===== config.mk =====
export PLATFORM = sky130hd
export DESIGN_NAME = input_conditioner
export DESIGN_NICKNAME = d
export VERILOG_FILES = /design/src/rtl/input_conditioner.sv
export SDC_FILE = /design/constraint.sdc
export NUM_CORES = 1
export LEC_CHECK = 0
export CAP_MARGIN = 20
export CORE_MARGIN = 5
export CORE_UTILIZATION = 46
export CTS_CLUSTER_DIAMETER = 100
export DETAILED_ROUTE_END_ITERATION = 10
export PLACE_DENSITY_LB_ADDON = 0.05
export REMOVE_ABC_BUFFERS = 1
export SETUP_SLACK_MARGIN = 0.15
export SYNTH_ARGS = -nofsm -noshare
export SYNTH_HDL_FRONTEND = slang
export SYNTH_SLANG_ARGS = --single-unit

===== constraint.sdc =====
create_clock -name clock -period 5.78 [get_ports clock]
set_input_delay 1.156 -clock clock [delete_from_list [all_inputs] [get_ports clock]]
set_output_delay 1.156 -clock clock [all_outputs]
set_load 0.01 [all_outputs]

===== src/rtl/input_conditioner.sv =====
// Per-channel synchronizer, debouncer and edge detector for buttons/switches.
// Optional macro INPUT_CONDITIONER_TOGGLE_EN adds a press-to-toggle flop per channel.
module input_conditioner #(
    parameter int CHANNELS        = 5,
    parameter int SYNC_STAGES     = 2,
    parameter int DEBOUNCE_CYCLES = 1000000
) (
    input  logic                clock,
    input  logic                reset_n,
    input  logic [CHANNELS-1:0] raw_in,
    output logic [CHANNELS-1:0] level,
    output logic [CHANNELS-1:0] rise,
    output logic [CHANNELS-1:0] fall,
    output logic [CHANNELS-1:0] toggle
);

    localparam int CW = $clog2(DEBOUNCE_CYCLES + 1);
    localparam logic [CW-1:0] LAST_COUNT = CW'(DEBOUNCE_CYCLES - 1);

    genvar gi;
    generate
        for (gi = 0; gi < CHANNELS; gi++) begin : g_ch
            logic [SYNC_STAGES-1:0] sync_reg;
            logic [CW-1:0]          count_reg;
            logic                   level_reg;
            logic                   rise_reg;
            logic                   fall_reg;
            logic                   sync_s;

            assign sync_s = sync_reg[SYNC_STAGES-1];

            always_ff @(posedge clock or negedge reset_n) begin
                if (!reset_n) begin
                    sync_reg <= '0;
                end else begin
                    sync_reg <= {sync_reg[SYNC_STAGES-2:0], raw_in[gi]};
                end
            end

            // Any cycle where the synchronized input agrees with the accepted
            // level restarts the count, so only an unbroken run is accepted.
            always_ff @(posedge clock or negedge reset_n) begin
                if (!reset_n) begin
                    count_reg <= '0;
                    level_reg <= 1'b0;
                    rise_reg  <= 1'b0;
                    fall_reg  <= 1'b0;
                end else if (sync_s == level_reg) begin
                    count_reg <= '0;
                    rise_reg  <= 1'b0;
                    fall_reg  <= 1'b0;
                end else if (count_reg == LAST_COUNT) begin
                    count_reg <= '0;
                    level_reg <= sync_s;
                    rise_reg  <= sync_s;
                    fall_reg  <= ~sync_s;
                end else begin
                    count_reg <= count_reg + CW'(1);
                    rise_reg  <= 1'b0;
                    fall_reg  <= 1'b0;
                end
            end

            assign level[gi] = level_reg;
            assign rise[gi]  = rise_reg;
            assign fall[gi]  = fall_reg;

`ifdef INPUT_CONDITIONER_TOGGLE_EN
            logic toggle_reg;

            always_ff @(posedge clock or negedge reset_n) begin
                if (!reset_n) begin
                    toggle_reg <= 1'b0;
                end else if (rise_reg) begin
                    toggle_reg <= ~toggle_reg;
                end
            end

            assign toggle[gi] = toggle_reg;
`else
            assign toggle[gi] = 1'b0;
`endif
        end
    endgenerate

endmodule


# Word level (Yosys, flattened, before mapping)
# Index checks and enable logic that the tools add are counted.
# totals
regBits,125
input_bits,7
output_inout_bits,20
elab_cells,85
# classes
n_addsub,5
n_eq_ne,10
muxes,30
n_bitwise,10
reduce_logical,5
# ops
cell,n
two-way mux 20 bit,10
"adder 20 x 1 -> 20 bit, second input constant",5
"equality test 20 bit, second input constant",5
two-way mux 1 bit,20
inverter 1 bit,10
AND reduction 2 bit,5
equality test 1 bit,5

# Depth between registers and ports, before layout
# Gate-level depths: netlist of the first run.
# depth
word_depth,3
mapped_depth,7
ltp_nobuf,5

# Least setup slack after synthesis of the first run
# No wires, ideal clock.
# synth_timing
path_kind,reg-to-reg
from,register g_ch[1].count_reg[0]
to,register g_ch[1].count_reg[18]
setup_ns,0.078
arrival_time_ns,1.930
t_required_ns,5.702
slack_ns,3.772
stages_incl_launch_ff,7
path_buffers,1
period_less_slack_ns,2.008
cell_sequence,dfrtp_1 -> ha_1 -> nand2_1 -> or4_1 -> buf_2 -> or4_1 -> a21oi_1
# synth_via
elab_chain_len,3
word_cells_on_any_way,4
classes_between,add/sub (1); eq/ne (1); mux (2)
# synth_lines
element,line,rtl
"start, declared",24,logic [CW-1:0] count_reg;
"start signal, assigned",58,count_reg <= count_reg + CW'(1);
adder 20 x 1 -> 20 bit / equality test 20 bit (equally long branches),"58, 52",
two-way mux 20 bit (*),52,end else if (count_reg == LAST_COUNT) begin
two-way mux 20 bit (*),48,end else if (sync_s == level_reg) begin
# Mark *: on every way between the ends. The rest lies on a longest branch, timed or not.
# A chain may end at the register's enable or synchronous reset.

# Worst setup path after layout of the first run
# layout_timing
from,register g_ch[0].level_reg
to,output level[0]
# layout_lines
element,line,rtl
"start, declared",25,logic level_reg;
"start signal, assigned",54,level_reg <= sync_s;
"end, declared",11,"output logic [CHANNELS-1:0] level,"
# No word-level cell between the ends.

==> summary.md, run 1 <==
| Metric | Value |
|---|---|
| Status | finished clean |
| Gr ovfl total | 0 |
| Overall power | 0.00201 W |
| Global-route layer with the greatest usage | met2 |
| Syn Inst Count | 599 |
| Initial antenna violation count | 0 |
| Post-CTS sizing | 0 |
| DRT antenna net count | 0 |
| CP Max Fanout | 5 |
| Fmax | 393 MHz |
| Slowest cell on the critical path | clkdlybuf4s50_1 |
| Async S/R FF share, synth | 1.00 |
| Worst slew pin tran | 0.789 ns |
| Total Wirelength | 10800 um |
| Cell Area, Synth | 6020 um2 |
| Root buf cell | clkbuf_16 |
| Core area | 12700 um2 |
| Synthesis-to-finish area growth | 14.6% |
| CP peak stage delay | 0.57 ns |
| Largest register FFs | 100 |
| TritonCTS clock tree | yes |
| Die Span X | 124 um |
| Worst-Skew Late Latency | 0.41 ns |
| CTS Buf Count | 17 |
| Reg2reg start | g_ch[0].count_reg[0] |
| Largest net degree at the start of global routing | 83 |
| Final hold vios | 0 |
| Critical path class | reg2out |
| Syn avg cell area | 10.0 um2 |
| DR vias/cell | 5.28 |
| Final worst path period share | 0.440 |
| Final number of setup-violating endpoints | 0 |
| Grt met2 use | 0.231 |
| Ys flop type | dfrtp_1 |
| CP delay by family, top | buffers and inverters |
| Maximum vdd drop | 0.251 mV |
| Post-synth EDFFs | 0 |
| Worst Hold Launch | g_ch[3].sync_reg[0] |
| DR DRC count | 0 |
| Worst setup SP type | register |
| Synth unique cells | 47 |
| Clock skew | 0.00767 ns |
| PortBufs | 21 |
| Synth warn | 0 |
| Count of hold-fix buffers inserted at cts | 0 |
| Initial Util | 0.473 |
| PwrDens | 291 nW/um2 |
| Die height | 124 um |
| Final HPWL DP | 7100 um |
| First-pass GRT wire length | 19400 um |
| Routed len/inst | 13.5 um |
| Vias | 4217 |
| RSZ-0062 raised after global routing | no |
| Leak | 2.71 nW |
| Worst Path Buf+Inv | 1 |
| Min-delay worst type | reg2reg |
| DR pass1 iterations | 5 |
| All-Layer GR Usage | 0.150 |
| Clock Path Buffers | 2 |
| H-Tree Depth | 4 |
| Crit. Startpoint | g_ch[0].level_reg |
| Max-cap violations | 0 |
| Antenna Cells | 0 |
| WP data arrival | 1.39 ns |
| WP data required | 4.62 ns |
| Row count | 41 |
| Grt met3 use | 0.0493 |
| Seq/Total Area, Yosys | 0.520 |
| I/O Pins | 27 |
| Share of layout cells above drive strength 1 | 0.0781 |
| Synth Register Bits | 125 |
| Nets | 626 |
| Setup Fix Bufs, Post-CTS | 0 |
| Routability Congestion | 0.781 |
| Reg clk slew, reported paths | 0.05 ns |
| Critical Path, Cell by Cell | clkdlybuf4s50_1 |
| Max_slew headroom | 0.474 |
| Clk sinks | 125 |
| GRT met1 Usage | 0.199 |
| Die area | 15500 um2 |
| Vias in the first global route | 4174 |
| Max Slew Vio Count | 0 |
| Tmin final | 2.54 ns |
| Initial drt markers | 227 |
| Setup TNS | 0 ns |
| Crit. End Element | output pin |
metrics by stage:
stage          hold WS, ns  instances  utilization  instance area, um2  setup WS (ns)
6_report             0.346        799        0.542                6900           3.24
3_5_place_dp         0.336        766        0.493                6280           3.13
5_1_grt              0.356        799        0.542                6900           3.17
4_1_cts              0.348        798        0.540                6870           3.21
2_1_floorplan        0.331        569            -                5820           3.79
3_3_place_gp         0.335        765        0.493                6270           3.17
layer usage:
layer  vias to the layer above  part of all wire
li1                       2133                 -
met1                      2036              0.49
met2                        36              0.46
met3                        12             0.028
met4                         0             0.014
met5                         -                 0
logic make-up after synthesis:
family | count (synthesis) | share of synthesized area
multiplexers | 7 | 0.0127
AO/OA/AOI/OAI | 71 | 0.0724
adder cells (fa/ha/maj) | 5 | 0.0104
other | 1 | 0.000623
XOR/XNOR | 60 | 0.0873
flip-flops | 125 | 0.520
buffers and inverters | 53 | 0.0470
AND/OR/NAND/NOR | 277 | 0.250
area by class of cell:
type                            instances  area (um2)
Tap cell                              172         215
Multi-Input combinational cell        425        2620
Clock inverter                          5        78.8
Timing Repair Buffer                   26         269
Sequential cell                       125        3130
Fill cell                            1181        5830
Inverter                               19        71.3
Clock buffer                           27         513
layout by cell type, fill, tap and decap left out, drive strengths merged, types with 12 or more instances in the layout:
cell type / n
nor2: 71
a21oi: 31
or3: 22
nand4: 19
o21ai: 21
nand3: 38
inv: 19
nand2: 33
nor4: 14
xor2: 21
nor3: 17
o31ai: 12
clkdlybuf4s50: 20
or4: 16
clkbuf: 27
xnor2: 39
dfrtp: 125
report_power, final:
part | leakage, nW | internal, W | switching (W)
Combinational | 0.703 | 0.0000180 | 0.0000379
Sequential | 1.71 | 0.000888 | 0.0000122
Clock | 0.292 | 0.000691 | 0.000358
cell usage after synthesis (all sizes together) (6+ instances only):
cell type	instances	area [um2]
a21oi	31	155
or4	16	120
nand4	19	125
or3	22	138
nor3	17	85.1
nand2	33	124
dfrtp	125	3130
nor2	71	267
xnor2	39	342
inv	19	71.3
nand3	38	208
buf	27	185
and3	10	62.6
xor2	21	184
o31ai	12	114
nor4b	6	52.6
clkbuf	7	26.3
o21ai	21	105
nor3b	10	75.1
nor4	14	87.6
worst paths after layout:
| path | endpoint | slack [ns] | cells after the start |
|---|---|---|---|
| min in group asynchronous | g_ch[3].count_reg[14] | 0.61 | 1 |
| setup reg to reg | g_ch[0].count_reg[18] | 3.60 | 5 |
| hold / removal | g_ch[3].sync_reg[1] | 0.35 | 0 |
| max in group asynchronous | g_ch[2].rise_reg | 3.97 | 3 |
| hold reg to reg | g_ch[3].sync_reg[1] | 0.35 | 0 |
| setup / recovery | level[0] | 3.24 | 1 |
Power figures use the tool's default switching activity.
==> inputs of run 2 (changes only) <==
==> constraint.sdc (replaced) <==
create_clock -name clock -period 2.4 [get_ports clock]
set_input_delay 0.48 -clock clock [delete_from_list [all_inputs] [get_ports clock]]
set_output_delay 0.48 -clock clock [all_outputs]
set_load 0.01 [all_outputs]
==> run 2 against run 1 <==
  * Clock power grew to 2.6 times the previous value
  * Final cell count grew 1.3%
  * Critical path depth grew 4
  * Worst setup slack lost 2.9 ns
  * Count of clock-buffer cells in the layout shrank 9
  * Register-to-register slack lost 3.3 ns
  * Via count grew 2.8%
  * Clock skew grew 0.0029 ns
  * Global-route usage grew 0.75 points
  * Hold slack lost 0.30 ns
  * Critical path type is now reg2reg
  * Die area is the same
  * Non-clock buffer count grew 10
==> summary.md, run 2 (same netlist as run 1, synthesis figures left out) <==
| Metric | Value |
|---|---|
| Routed len/inst | 13.8 um (+2.0%) |
| DR DRC count | 0 (unchanged) |
| PwrDens | 714 nW/um2 (+150%) |
| DRT antenna net count | 0 (unchanged) |
| Fin worst setup slack | 0.290 ns (-2.95 ns) |
| CP Max Fanout | 8 (+3) |
| Routability Congestion | 0.800 (+2.4%) |
| Reg clk slew, reported paths | 0.06 ns (about the same) |
| Comb power frac | 0.029 (about the same) |
| Reg2reg start | g_ch[1].count_reg[0] |
| Nets | 636 (+1.6%) |
| Worst slack, placed | 0.229 ns (-2.90 ns) |
| Worst setup SP type | register |
| Fmax | 474 MHz |
| Reg2Reg Depth | 5 (unchanged) |
| Clock share of power | 0.538 (+0.015) |
| Sw Share | 0.216 (+0.0129) |
| CTS Buf Count | 17 (unchanged) |
| DR pass1 iterations | 4 (-1) |
| Final worst path period share | 0.879 |
| Largest register FFs | 100 (unchanged) |
| Switching Power | 0.00108 W (+170%) |
| Gr ovfl total | 0 (unchanged) |
| Antenna Cells | 0 (unchanged) |
| Synthesis-to-finish area growth | 16.6% |
| Die area | 15500 um2 (unchanged) |
| Most frequent cells in the layout | dfrtp_1 (125), nor2_1 (71), xnor2_1 (39) |
| Final number of setup-violating endpoints | 0 (unchanged) |
| Row count | 41 (unchanged) |
| Total Wirelength | 11200 um (+3.3%) |
| Worst slew pin tran | 0.599 ns (-0.190 ns) |
| I/O Pins | 27 (unchanged) |
| Share of layout cells above drive strength 1 | 0.100 (+0.0223) |
| Max Slew Vio Count | 0 (unchanged) |
| First-pass GRT wire length | 20300 um (+4.6%) |
| Critical path class | reg2reg |
| Core area | 12700 um2 (unchanged) |
| Die Span X | 124 um (unchanged) |
| Final HPWL DP | 7600 um (+7.0%) |
| Maximum vdd drop | 0.487 mV (+94%) |
| Final Util | 0.552 (+0.00944) |
| Max_slew headroom | 0.598 (+0.124) |
| Setup TNS | 0 ns (unchanged) |
| Die height | 124 um (unchanged) |
| Tmin final | 2.11 ns |
| Clk sinks | 125 (unchanged) |
| Initial drt markers | 261 (+15%) |
| Largest net degree at the start of global routing | 38 (-54%) |
| H-Tree Depth | 4 (unchanged) |
| Clock Path Buffers | 2 (unchanged) |
| Leak | 2.77 nW (+2.2%) |
| Final hold vios | 0 (unchanged) |
| Most common cell after layout, fill and taps aside | dfrtp_1 |
| Status | finished clean |
| Dpl cell area | 6380 um2 (+1.7%) |
| Clock skew | 0.0106 ns (+0.00289 ns) |
| Final Non-Filler Cells | 809 (+1.3%) |
| WP data required | 2.75 ns (-1.87 ns) |
| Root buf cell | clkbuf_16 |
| PortBufs | 21 (unchanged) |
| Vias | 4337 (+2.8%) |
| Seq pwr share | 0.432 (-0.017) |
| Crit. Startpoint | g_ch[1].count_reg[0] |
| R2r setup slk | 0.29 ns (-3.31 ns) |
| TritonCTS clock tree | yes |
| Final instance area | 7020 um2 (+1.7%) |
| DR vias/cell | 5.36 (+1.6%) |
| Max-cap violations | 0 (unchanged) |
| Vias in the first global route | 4289 (+2.8%) |
| FF-to-FF End | g_ch[1].count_reg[18] |
| Initial Util | 0.473 (unchanged) |
| Int Pwr | 0.00393 W (+150%) |
| Initial antenna violation count | 0 (unchanged) |
| Crit. End Element | register |
| WP data arrival | 2.46 ns (+1.07 ns) |
| Post-Place Cells | 777 (+1.4%) |
| Worst-Skew Late Latency | 0.42 ns (about the same) |
| RSZ-0062 raised after global routing | yes |
| All-Layer GR Usage | 0.157 (+0.00754) |
| Min-delay worst type | in2async |
[run 2: worst max-delay path by stage]
stage,to,slack [ns],cells after the start
final,g_ch[1].count_reg[18],0.29,5
after detailed placement,g_ch[1].count_reg[18],0.23,5
after floorplan,g_ch[1].count_reg[18],0.41,5
after CTS,g_ch[1].count_reg[18],0.22,5
after global routing,g_ch[1].count_reg[18],0.15,5
after global placement,g_ch[1].count_reg[18],0.31,5
[run 2: what timing repair did]
action	in CTS	in global routing
buffers inserted	0	0
gates resized for setup	0	2
hold buffers	0	0
endpoints found under the setup margin	0	7
[run 2: layout make-up]
cell class                 instances  area (um2)
clock buffer                      18         429
clock inverter                    14         194
fill                            1149        5710
inverter                          19        71.3
multi-input combinational        425        2630
sequential                       125        3130
tap                              172         215
timing repair buffer              36         345
[run 2: metrics by stage]
step	power [W]	hold WS, ns
after global placement	0.00235	0.332
after global routing	0.00520	0.0727
after detailed placement	0.00236	0.337
final	0.00501	0.0454
after CTS	0.00508	0.0530
after floorplan	0.00226	0.184
[run 2: per-layer routing]
metal  wire, um  vias up  global-route usage  share of wire
met5          0        -                   0              0
met4        190        0              0.0638          0.017
met3        342       17              0.0467          0.031
met2       5380       45               0.241           0.48
met1       5250     2118               0.210           0.47
li1           -     2157                   -              -
[run 2: power by group through the flow]
stage | logic [W] | clock network (W) | registers (W)
floorplan | 0.0000588 | 0 | 0.00220
global placement | 0.000150 | 0 | 0.00220
detailed placement | 0.000151 | 0 | 0.00220
CTS | 0.000153 | 0.00276 | 0.00217
global route | 0.000172 | 0.00286 | 0.00217
finish | 0.000146 | 0.00270 | 0.00217
[run 2: worst max-delay path, cell delays in order, from the launching register on]
cell,delay (ns)
dfrtp_1,0.42
ha_1,0.23
nand2_1,0.14
or4_4,0.59
or4_1,0.50
a21oi_1,0.16
==> inputs of run 3 (changes only) <==
--- a/config.mk
+++ b/config.mk
@@ -7,7 +7,7 @@
 export LEC_CHECK = 0
 export CAP_MARGIN = 20
 export CORE_MARGIN = 5
-export CORE_UTILIZATION = 46
+export CORE_UTILIZATION = 60
 export CTS_CLUSTER_DIAMETER = 100
 export DETAILED_ROUTE_END_ITERATION = 10
 export PLACE_DENSITY_LB_ADDON = 0.05
==> run 3 against run 2 <==
  * Clock skew increased by 0.0057 ns
  * Die area decreased by 22%
  * Hold slack improved by 0.31 ns
  * Final cell count decreased by 5.3%
  * Combinational power about the same
  * Largest cell class unchanged
==> summary.md, run 3 (same netlist as run 1, synthesis figures left out) <==
| Metric | Value |
|---|---|
| Status | finished clean |
| Reg area | 3130 um2 (unchanged) |
| Setup TNS | 0 ns (unchanged) |
| Largest net degree at the start of global routing | 39 (+2.6%) |
| Reg clk slew, reported paths | 0.06 ns (about the same) |
| CTS Buf Count | 17 (unchanged) |
| Max_slew headroom | 0.582 (-0.0161) |
| Vias | 4403 (+1.5%) |
| Worst slew pin tran | 0.621 ns (+0.0220 ns) |
| Critical Path, Cell by Cell | ha_1, nand2_1, or4_4, or4_1, a21oi_1 |
| Final number of setup-violating endpoints | 0 (unchanged) |
| Fmax | 463 MHz (-2.3%) |
| PortBufs | 21 (unchanged) |
| Clk sinks | 125 (unchanged) |
| Slowest cell on the critical path | or4_4 |
| Initial drt markers | 198 (-24%) |
| Critical path class | reg2reg |
| DRT antenna net count | 0 (unchanged) |
| Clock Path Buffers | 2 (unchanged) |
| Synthesis-to-finish area growth | 15.4% |
| Worst setup SP type | register |
| Max Slew Vio Count | 0 (unchanged) |
| Vias in the first global route | 4468 (+4.2%) |
| CP delay by family, top | simple AND/OR/NAND/NOR gates |
| Crit. Startpoint | g_ch[1].count_reg[0] |
| First-pass GRT wire length | 20800 um (+2.8%) |
| Most frequent cells in the layout | dfrtp_1 (125), nor2_1 (71), xnor2_1 (39) |
| Crit. End Element | register |
| Worst hold slack | 0.352 ns (+0.306 ns) |
| Gr ovfl total | 0 (unchanged) |
| Root buf cell | clkbuf_8 |
| Initial antenna violation count | 0 (unchanged) |
| Reg2Reg Depth | 5 (unchanged) |
| CP Max Fanout | 8 (unchanged) |
| Total Wirelength | 11700 um (+4.4%) |
| Hold path endpoint | g_ch[2].sync_reg[1] |
| Largest register FFs | 100 (unchanged) |
| Multi-input gate area | 2630 um2 (unchanged) |
| Share of layout cells above drive strength 1 | 0.0948 (-0.00568) |
| Hold path depth | 0 |
| Maximum vdd drop | 0.562 mV (+15%) |
| Routability Congestion | 0.842 (+5.3%) |
| Nets | 634 (-0.31%) |
| Initial Util | 0.616 (+0.143) |
| TritonCTS clock tree | yes |
| Final HPWL DP | 7420 um (-2.3%) |
| Final worst path period share | 0.900 (+0.0209) |
| All-Layer GR Usage | 0.219 (+0.0612) |
| PwrDens | 723 nW/um2 (+1.2%) |
| Most common cell after layout, fill and taps aside | dfrtp_1 |
| Worst Path Buf+Inv | 0 (unchanged) |
| Worst Hold Launch | g_ch[2].sync_reg[0] |
| I/O Pins | 27 (unchanged) |
| Final hold vios | 0 (unchanged) |
| Die Span X | 110 um (-11%) |
| Reg2reg start | g_ch[1].count_reg[0] |
| Die height | 110 um (-11%) |
| H-Tree Depth | 4 (unchanged) |
| Clock skew | 0.0162 ns (+0.00569 ns) |
| Min-delay worst type | reg2reg |
| RSZ-0062 raised after global routing | no |
| DR pass1 iterations | 4 (unchanged) |
| Row count | 36 (-12%) |
| R2r setup slk | 0.24 ns (-0.05 ns) |
| DR DRC count | 0 (unchanged) |
| CP peak stage delay | 0.60 ns (about the same) |
| WP data required | 2.83 ns (+0.08 ns) |
| WP data arrival | 2.59 ns (+0.13 ns) |
| Die area | 12100 um2 (-22%) |
| Core area | 9770 um2 (-23%) |
| Fill cell count | 738 (-36%) |
| FF-to-FF End | g_ch[1].count_reg[18] |
| Tmin final | 2.16 ns (+0.0501 ns) |
| Worst-Skew Late Latency | 0.51 ns (+0.09 ns) |
| DR vias/cell | 5.75 (+7.2%) |
| Leak | 2.75 nW (-0.72%) |
| Antenna Cells | 0 (unchanged) |
| Max-cap violations | 0 (unchanged) |
| Routed len/inst | 15.2 um (+10%) |
==> run 3: cell types whose count changed in the layout (fill, tap and decap cells not counted), sizes merged <==
cell | previous run | this run
clkinv | 7 | 3
bufinv | 4 | 5
clkinvlp | 2 | 4
dlygate4sd3 | 0 | 1
inv | 20 | 19
buf | 16 | 13
==> run 3: cell type report <==
class                           count  area share
Clock buffer                       18      0.0616
Clock inverter                     12      0.0281
Inverter                           19      0.0103
Multi-Input combinational cell    425       0.379
Sequential cell                   125       0.451
Tap cell                          133      0.0240
Timing Repair Buffer               34      0.0461
==> run 3: stage by stage <==
step / cell area, um2 / util / worst slack [ns] / total power [W] / cells
2_1_floorplan: 5820 / - / 0.407 / 0.00226 / 569
5_1_grt: 6940 / 0.710 / 0.144 / 0.00518 / 766
3_3_place_gp: 6300 / 0.644 / 0.335 / 0.00234 / 735
4_1_cts: 6930 / 0.709 / 0.158 / 0.00507 / 766
6_report: 6940 / 0.710 / 0.240 / 0.00502 / 766
3_5_place_dp: 6300 / 0.644 / 0.264 / 0.00235 / 735
==> run 3: how the worst max path moves through the flow <==
stage / to / slack, ns / cells past startpoint
after global routing: g_ch[0].level_reg / 0.14 / 4
after floorplan: g_ch[1].count_reg[18] / 0.41 / 5
final: g_ch[1].count_reg[18] / 0.24 / 5
after CTS: g_ch[1].count_reg[18] / 0.16 / 5
after global placement: g_ch[1].count_reg[18] / 0.33 / 5
after detailed placement: g_ch[1].count_reg[18] / 0.26 / 5
==> run 3: worst reg2reg max path: stages, from the launching register on <==
cell	delay, ns
dfrtp_1	0.41
ha_1	0.25
nand2_1	0.16
or4_4	0.60
or4_1	0.49
a21oi_1	0.17
==> run 3: repair_timing <==
item                                    CTS  global route
hold endpoints to repair                 23             0
resized for setup                         0             2
buffers inserted                          0             0
endpoints found under the setup margin    0             3
hold buffers                              1             0
==> run 3: layer usage <==
layer	track usage	routed length [um]
met5	0	0
met4	0.0633	101
met3	0.0547	306
met2	0.376	6100
met1	0.274	5150
==> run 3: power by group <==
group          internal, W  switching (W)
Clock              0.00180       0.000905
Combinational    0.0000502      0.0000941
Sequential         0.00214      0.0000318
